## src/rtl/mem_stage_unit.sv

```systemverilog
// MEM stage of the 16-bit WISC core: issues loads/stores over a valid/ready
// data-memory handshake, stalls upstream while waiting, registers results toward WB.
module mem_stage_unit #(
  parameter int TIMEOUT = 15
) (
  input  logic        clk,
  input  logic        rst_n,
  input  logic        valid_in,
  input  logic        mem_to_reg_in,
  input  logic        reg_to_mem_in,
  input  logic        ret_future_in,
  input  logic [3:0]  reg_rd_in,
  input  logic [15:0] alu_result,
  input  logic [15:0] sw_data,
  output logic        dmem_req,
  output logic        dmem_we,
  output logic [15:0] dmem_addr,
  output logic [15:0] dmem_wdata,
  input  logic [15:0] dmem_rdata,
  input  logic        dmem_ready,
  output logic        stall,
  output logic        wb_valid,
  output logic [15:0] wb_data,
  output logic [3:0]  wb_rd,
  output logic        wb_mem_to_reg,
  output logic        ret_wb,
  output logic        mem_err
);

  typedef enum logic {IDLE, WAIT} state_t;

  // Instruction context held while the memory access is outstanding
  typedef struct packed {
    logic [3:0] rd;
    logic       ld;
    logic       ret;
  } pend_t;

  localparam logic [7:0] TMO_LAST = 8'(TIMEOUT - 1);

  state_t     state, state_nxt;
  pend_t      pend;
  logic [7:0] wait_cnt;
  logic       mem_op, done, tmo;

  always_comb begin
    state_nxt = state;
    mem_op    = valid_in & (mem_to_reg_in | reg_to_mem_in);
    done      = 1'b0;
    tmo       = 1'b0;
    case (state)
      IDLE: if (mem_op) state_nxt = WAIT;
      WAIT: begin
        done = dmem_ready;
        // Counter holds completed no-ready cycles, so this is the TIMEOUT-th one
        tmo  = !dmem_ready && (wait_cnt == TMO_LAST);
        if (done || tmo) state_nxt = IDLE;
      end
      default: state_nxt = IDLE;
    endcase
  end

  assign stall = (state == WAIT) && !(done || tmo);

  always_ff @(posedge clk) begin
    if (!rst_n) begin
      state         <= IDLE;
      pend          <= '0;
      wait_cnt      <= '0;
      dmem_req      <= 1'b0;
      dmem_we       <= 1'b0;
      dmem_addr     <= '0;
      dmem_wdata    <= '0;
      wb_valid      <= 1'b0;
      wb_data       <= '0;
      wb_rd         <= '0;
      wb_mem_to_reg <= 1'b0;
      ret_wb        <= 1'b0;
      mem_err       <= 1'b0;
    end else begin
      state         <= state_nxt;
      wb_valid      <= 1'b0;
      wb_data       <= '0;
      wb_rd         <= '0;
      wb_mem_to_reg <= 1'b0;
      ret_wb        <= 1'b0;
      case (state)
        IDLE: begin
          if (mem_op) begin
            dmem_req   <= 1'b1;
            dmem_we    <= reg_to_mem_in;
            dmem_addr  <= alu_result;
            dmem_wdata <= sw_data;
            // A store wins when both flags are set
            pend       <= '{rd: reg_rd_in, ld: mem_to_reg_in & ~reg_to_mem_in,
                            ret: ret_future_in};
            wait_cnt   <= '0;
          end else if (valid_in) begin
            wb_valid <= 1'b1;
            wb_data  <= alu_result;
            wb_rd    <= reg_rd_in;
            ret_wb   <= ret_future_in;
          end
        end
        WAIT: begin
          if (done) begin
            dmem_req      <= 1'b0;
            wb_valid      <= 1'b1;
            wb_data       <= pend.ld ? dmem_rdata : dmem_addr;
            wb_rd         <= pend.rd;
            wb_mem_to_reg <= pend.ld;
            ret_wb        <= pend.ret;
            wait_cnt      <= '0;
          end else if (tmo) begin
            dmem_req <= 1'b0;
            mem_err  <= 1'b1;
            wait_cnt <= '0;
          end else begin
            wait_cnt <= wait_cnt + 8'd1;
          end
        end
        default: ;
      endcase
    end
  end

endmodule

```

## config.mk

```make
export PLATFORM = sky130hd
export DESIGN_NAME = mem_stage_unit
export DESIGN_NICKNAME = d
export VERILOG_FILES = /design/src/rtl/mem_stage_unit.sv
export SDC_FILE = /design/constraint.sdc
export NUM_CORES = 1
export LEC_CHECK = 0
export ABC_AREA = 0
export CAP_MARGIN = 10
export CORE_ASPECT_RATIO = 1.5
export CORE_UTILIZATION = 36
export CTS_BUF_LIST = sky130_fd_sc_hd__clkbuf_8
export DETAILED_ROUTE_END_ITERATION = 16
export GPL_TIMING_DRIVEN = 0
export PLACE_DENSITY = 0.78
export SETUP_SLACK_MARGIN = 0.05
export SLEW_MARGIN = 10
export SYNTH_ARGS = -nofsm -noshare
export SYNTH_HDL_FRONTEND = slang
export SYNTH_SLANG_ARGS = --single-unit
export TNS_END_PERCENT = 20
```

## constraint.sdc

```tcl
create_clock -name clk -period 1.99 [get_ports clk]
set_input_delay 0.398 -clock clk [delete_from_list [all_inputs] [get_ports clk]]
set_output_delay 0.398 -clock clk [all_outputs]
set_load 0.02 [all_outputs]
```

==> metrics, run 1 <==
final hold slack 425.7 ps; Worst-Margin Slew 441.1 ps; Worst Path Buf+Inv 2; Max Transition Viols Final 0; critical path class flop to primary output; gr usage total 0.1943; RSZ-0062 raised after global routing no; Post-synth EDFFs 0; Core ar. 8058 um2; worst vdd ir 418.3 uV; Worst setup SP type flop; initial DRC count 87; largest net degree at the start of global routing 13; Mapped Area 3029 um2; CP top delay family flip-flops; first-pass GRT wire length 13,140 um; Routed WL per cell 13.84 um; Lkg Pwr 1.629 nW; internal reg-to-reg setup slack 520 ps; Clk pin slew, worst setup/hold paths 80 ps; Die W 76.90 um; CTS root buffer clkbuf_8; Inserted Diodes 0; DP Wirelength 5836 um; Antenna Nets Post-Route 0; Mapped Nets 395; IO Count 118; TritonCTS clock tree built; status completed; Syn. warnings 0; pre-CTS setup slack -487.2 ps; Cell Area, Placed 4322 um2; Seq cells post-synth 73; Crit Path Max Fanout 3; FMAX 0.5425 GHz; final count of negative-setup-slack endpoints 0; fin area 4553 um2; slew margin rel. 0.7059; CTS H-tree lvls 3; Initial DRT Pass Iterations 4; Avg Inst Size Synth 9.069 um2; share of cells above drive strength 1 0.09636; critical-path cell list inv_1, ha_1, a311oi_4, buf_6; final period utilization 0.9262; number of global-route vias before repair 2,757; Top Registers dmem_addr (16), dmem_wdata (16), wb_data (16); worst skew pair latency 360 ps; sequential share of the synthesized area 0.4824; Initial Util 0.3759; CTS buffer count 9; IO buf count 116; Area Growth Syn to Fin 50.31%; Post-CTS Hold Fix Bufs 0; skew final 11.08 ps; count of final hold-check violations 0; vias per inst 4.802; pwr/cell area 746.5 nW/um2; antenna violations before repair 0; Std-Cell Rows 40; CTS Sinks 73; asr flop ratio synth 0; GP Congestion 0.7805; nets@finish 523; WL final 7917 um; post-route setup TNS 0 ps; # DRC 0; # placed instances 555; Tmin final 1843 ps; slowest stage delay, CP 340 ps; Setup WS post-layout 146.8 ps; Critical Path End Type primary output; die area 8793 um2; total gr overflow 0; Critical Path RT 1590 ps; power consumption 3.399 mW; max_cap viols 0; post-synthesis cell type count 40; vias 2,747; Hold Path Class input port to flop; leading cell type in the layout, fill and taps excluded clkdlybuf4s50_1; Top FF cell, synth dfxtp_1; Worst Path Arrival 1450 ps; commonest non-fill, non-tap cells in the layout clkdlybuf4s50_1, nand2_1, dfxtp_1; CTS Buffer Depth 2; Gate Count Post-Synth 334; Die Y 114.3 um; fin cells 572; post-layout util 0.5651; slowest CP cell dfxtp_2
==> final timing paths <==
kind	start	to	cells past startpoint
max	wait_cnt[0]$_SDFFE_PN0P_	stall	4
min	rst_n	dmem_wdata[9]$_SDFFE_PN0P_	2
max reg2reg	wait_cnt[4]$_SDFFE_PN0P_	wait_cnt[6]$_SDFFE_PN0P_	5
min reg2reg	dmem_wdata[15]$_SDFFE_PN0P_	dmem_wdata[15]$_SDFFE_PN0P_	2
==> layout make-up <==
class,count,area [um2]
plain buffers,21,115.1
clock buffers,10,137.6
clock inverters,6,83.83
fillers,733,3505
inverters,3,11.26
multi-input cells,237,1441
flip-flops and latches,73,1463
well taps,105,131.4
repair buffers,117,1170
==> per-layer routing <==
layer,vias up,wire [um],GRT usage
met5,-,0,0
met4,0,168,0.1038
met3,12,508,0.05498
met2,101,4047,0.3446
met1,1268,3192,0.2070
li1,1366,-,-
==> synthesized netlist by cell type, types with 5 or more instances <==
master,number,share of area
nor2b_1,22,0.045
mux2i_1,16,0.053
buf_2,7,0.012
a21boi_0,28,0.069
a22oi_1,5,0.012
nor2_1,25,0.031
a21oi_1,17,0.028
clkbuf_1,7,0.0087
dfxtp_1,73,0.48
a21boi_1,10,0.025
buf_4,5,0.012
nand2_1,79,0.098
xor2_1,6,0.017
==> kinds of logic (layout without fill, tap and decap cells) <==
kind of cell,Yosys count,count (layout),synth area share
simple gates,136,136,0.2069
compound gates,76,76,0.1875
flops,73,73,0.4824
buf+inv,24,157,0.04172
fa+ha+maj,2,2,0.008260
xor+xnor,7,7,0.02024
mux,16,16,0.05287
==> timing repair <==
item                                    4_1_cts  5_1_grt
buffers inserted                              1        0
resized for setup                             7        0
endpoints found under the setup margin        1        1
pin swaps                                     1        1
hold endpoints to repair                      0        0
==> report_power, final <==
part / switching (mW) / leakage, nW / internal, mW
clock network: 0.547 / 0.115 / 0.733
logic: 0.269 / 0.919 / 0.291
registers: 0.0357 / 0.595 / 1.52
No activity file was read; power rests on OpenSTA's default activity.
==> inputs of run 2 (changes only) <==
--- a/config.mk
+++ b/config.mk
@@ -6,8 +6,6 @@
 export NUM_CORES = 1
 export LEC_CHECK = 0
 export ABC_AREA = 0
-export CAP_MARGIN = 10
-export CORE_ASPECT_RATIO = 1.5
 export CORE_UTILIZATION = 36
 export CTS_BUF_LIST = sky130_fd_sc_hd__clkbuf_8
 export DETAILED_ROUTE_END_ITERATION = 16
==> metrics, run 2 (synthesized netlist as in run 1, its figures left out) <==
Std-Cell Rows 33; CTS root buffer clkbuf_8; CTS H-tree lvls 3; Core ar. 8175 um2; CTS Sinks 73; gr usage total 0.1853; Critical Path RT 1590 ps; combinational cell fraction of total power 0.164; CTS buffer count 9; CP top delay family flip-flops; first-pass GRT wire length 12,410 um; post-route setup TNS 0 ps; Top Registers dmem_addr (16), dmem_wdata (16), wb_data (16); nets@finish 523; Max Transition Viols Final 0; Worst-Margin Slew 480.6 ps; Switch Pwr 0.8494 mW; leading cell type in the layout, fill and taps excluded clkdlybuf4s50_1; final hold slack 435.1 ps; total gr overflow 0; RSZ-0062 raised after global routing no; DP Wirelength 5776 um; Die W 93.73 um; Cell Area, Placed 4322 um2; initial DRC count 77; P_int 2.548 mW; filler cell count 775; slew margin rel. 0.6796; number of global-route vias before repair 2,634; slowest stage delay, CP 350 ps; critical-path cell list inv_1, ha_1, a311oi_4, buf_6; # DRC 0; Inserted Diodes 0; WL final 7765 um; Switching Share 0.2500; worst vdd ir 338.8 uV; GP Congestion 0.8795; vias 2,701; vias per inst 4.722; Post-CTS Hold Fix Bufs 0; Worst Path Buf+Inv 2; Clk pwr share 0.377; FMAX 0.5379 GHz; Antenna Nets Post-Route 0; Die Y 93.73 um; critical path class flop to primary output; Lkg Pwr 1.632 nW; worst skew pair latency 340 ps; TritonCTS clock tree built; final period utilization 0.9343; Crit Path Max Fanout 3; max_cap viols 0; count of final hold-check violations 0; IO buf count 116; CTS Buffer Depth 2; fin cells 572; fin area 4552 um2; status completed; commonest non-fill, non-tap cells in the layout clkdlybuf4s50_1, nand2_1, dfxtp_1; Area Growth Syn to Fin 50.27%; slowest CP cell dfxtp_2; final count of negative-setup-slack endpoints 0; largest net degree at the start of global routing 13; Initial DRT Pass Iterations 4; Sequential Power Share 0.459; Tmin final 1859 ps; Critical Path End Type primary output; IO Count 118; antenna violations before repair 0; Clk pin slew, worst setup/hold paths 80 ps; Worst Path Arrival 1460 ps; skew final 6.411 ps; Routed WL per cell 13.58 um; pwr/cell area 746.4 nW/um2; # placed instances 555; die area 8785 um2; Worst setup SP type flop; share of cells above drive strength 1 0.09850; Initial Util 0.3705; Hold Path Class input port to flop
-- run 2: final cells by class --
cell class | count | area [um2] | area share
sequential | 73 | 1463 | 0.3213
multi-input combinational | 237 | 1441 | 0.3167
timing repair buffer | 117 | 1170 | 0.2570
clock buffer | 10 | 137.6 | 0.03024
tap | 105 | 131.4 | 0.02886
buffer | 21 | 115.1 | 0.02529
clock inverter | 6 | 82.58 | 0.01814
inverter | 3 | 11.26 | 0.002474
-- run 2: worst reg2reg max path, stage by stage (launching register included) --
cell and delay [ps]:
dfxtp_1 360, nor4_4 350, a311oi_4 160, buf_4 190, o21ai_4 230, nor2_1 80
-- run 2: final timing paths --
path	start	end	slack, ps	cells after the start
max	wait_cnt[0]$_SDFFE_PN0P_	stall	130	4
min	rst_n	dmem_wdata[5]$_SDFFE_PN0P_	440	2
max reg2reg	wait_cnt[4]$_SDFFE_PN0P_	wait_cnt[5]$_SDFFE_PN0P_	500	5
min reg2reg	dmem_wdata[15]$_SDFFE_PN0P_	dmem_wdata[15]$_SDFFE_PN0P_	460	2
-- run 2: power groups by stage --
stage / logic [mW] / clock network (mW) / registers, mW
after floorplan: 0.209 / 0 / 1.65
after global placement: 0.552 / 0 / 1.59
after detailed placement: 0.561 / 0 / 1.59
after CTS: 0.565 / 1.31 / 1.56
after global routing: 0.603 / 1.39 / 1.57
final: 0.558 / 1.28 / 1.56
-- run 2: timing repair --
item	4_1_cts	5_1_grt
resized for setup	7	0
gates cloned	0	0
setup buffers	1	0
setup endpoints to repair	1	1
pin swaps	1	1
-- run 2: per-layer routing --
metal	wire [um]	part of all wire	vias to the layer above	GRT usage
li1	-	-	1367	-
met1	3249	0.42	1232	0.2080
met2	3875	0.50	93	0.3266
met3	542	0.070	9	0.05744
met4	97	0.012	0	0.06923
met5	0	0	-	0
-- run 2: stage by stage --
step / power (mW) / util / setup WS, ps
after CTS: 3.432 / 0.5568 / 73.18
after detailed placement: 2.153 / 0.5286 / -502.4
after global routing: 3.556 / 0.5568 / 66.63
final: 3.398 / 0.5568 / 130.8
after global placement: 2.142 / 0.5286 / -513.7
after floorplan: 1.862 / - / 521.1
==> inputs of run 3 (changes only) <==
--- a/config.mk
+++ b/config.mk
@@ -10,9 +10,9 @@
 export CTS_BUF_LIST = sky130_fd_sc_hd__clkbuf_8
 export DETAILED_ROUTE_END_ITERATION = 16
 export GPL_TIMING_DRIVEN = 0
+export HOLD_SLACK_MARGIN = 0.15
 export PLACE_DENSITY = 0.78
 export SETUP_SLACK_MARGIN = 0.05
-export SLEW_MARGIN = 10
 export SYNTH_ARGS = -nofsm -noshare
 export SYNTH_HDL_FRONTEND = slang
 export SYNTH_SLANG_ARGS = --single-unit
==> results of run 3 <==
Final layout, timing and power as in run 2 (identical DEF).
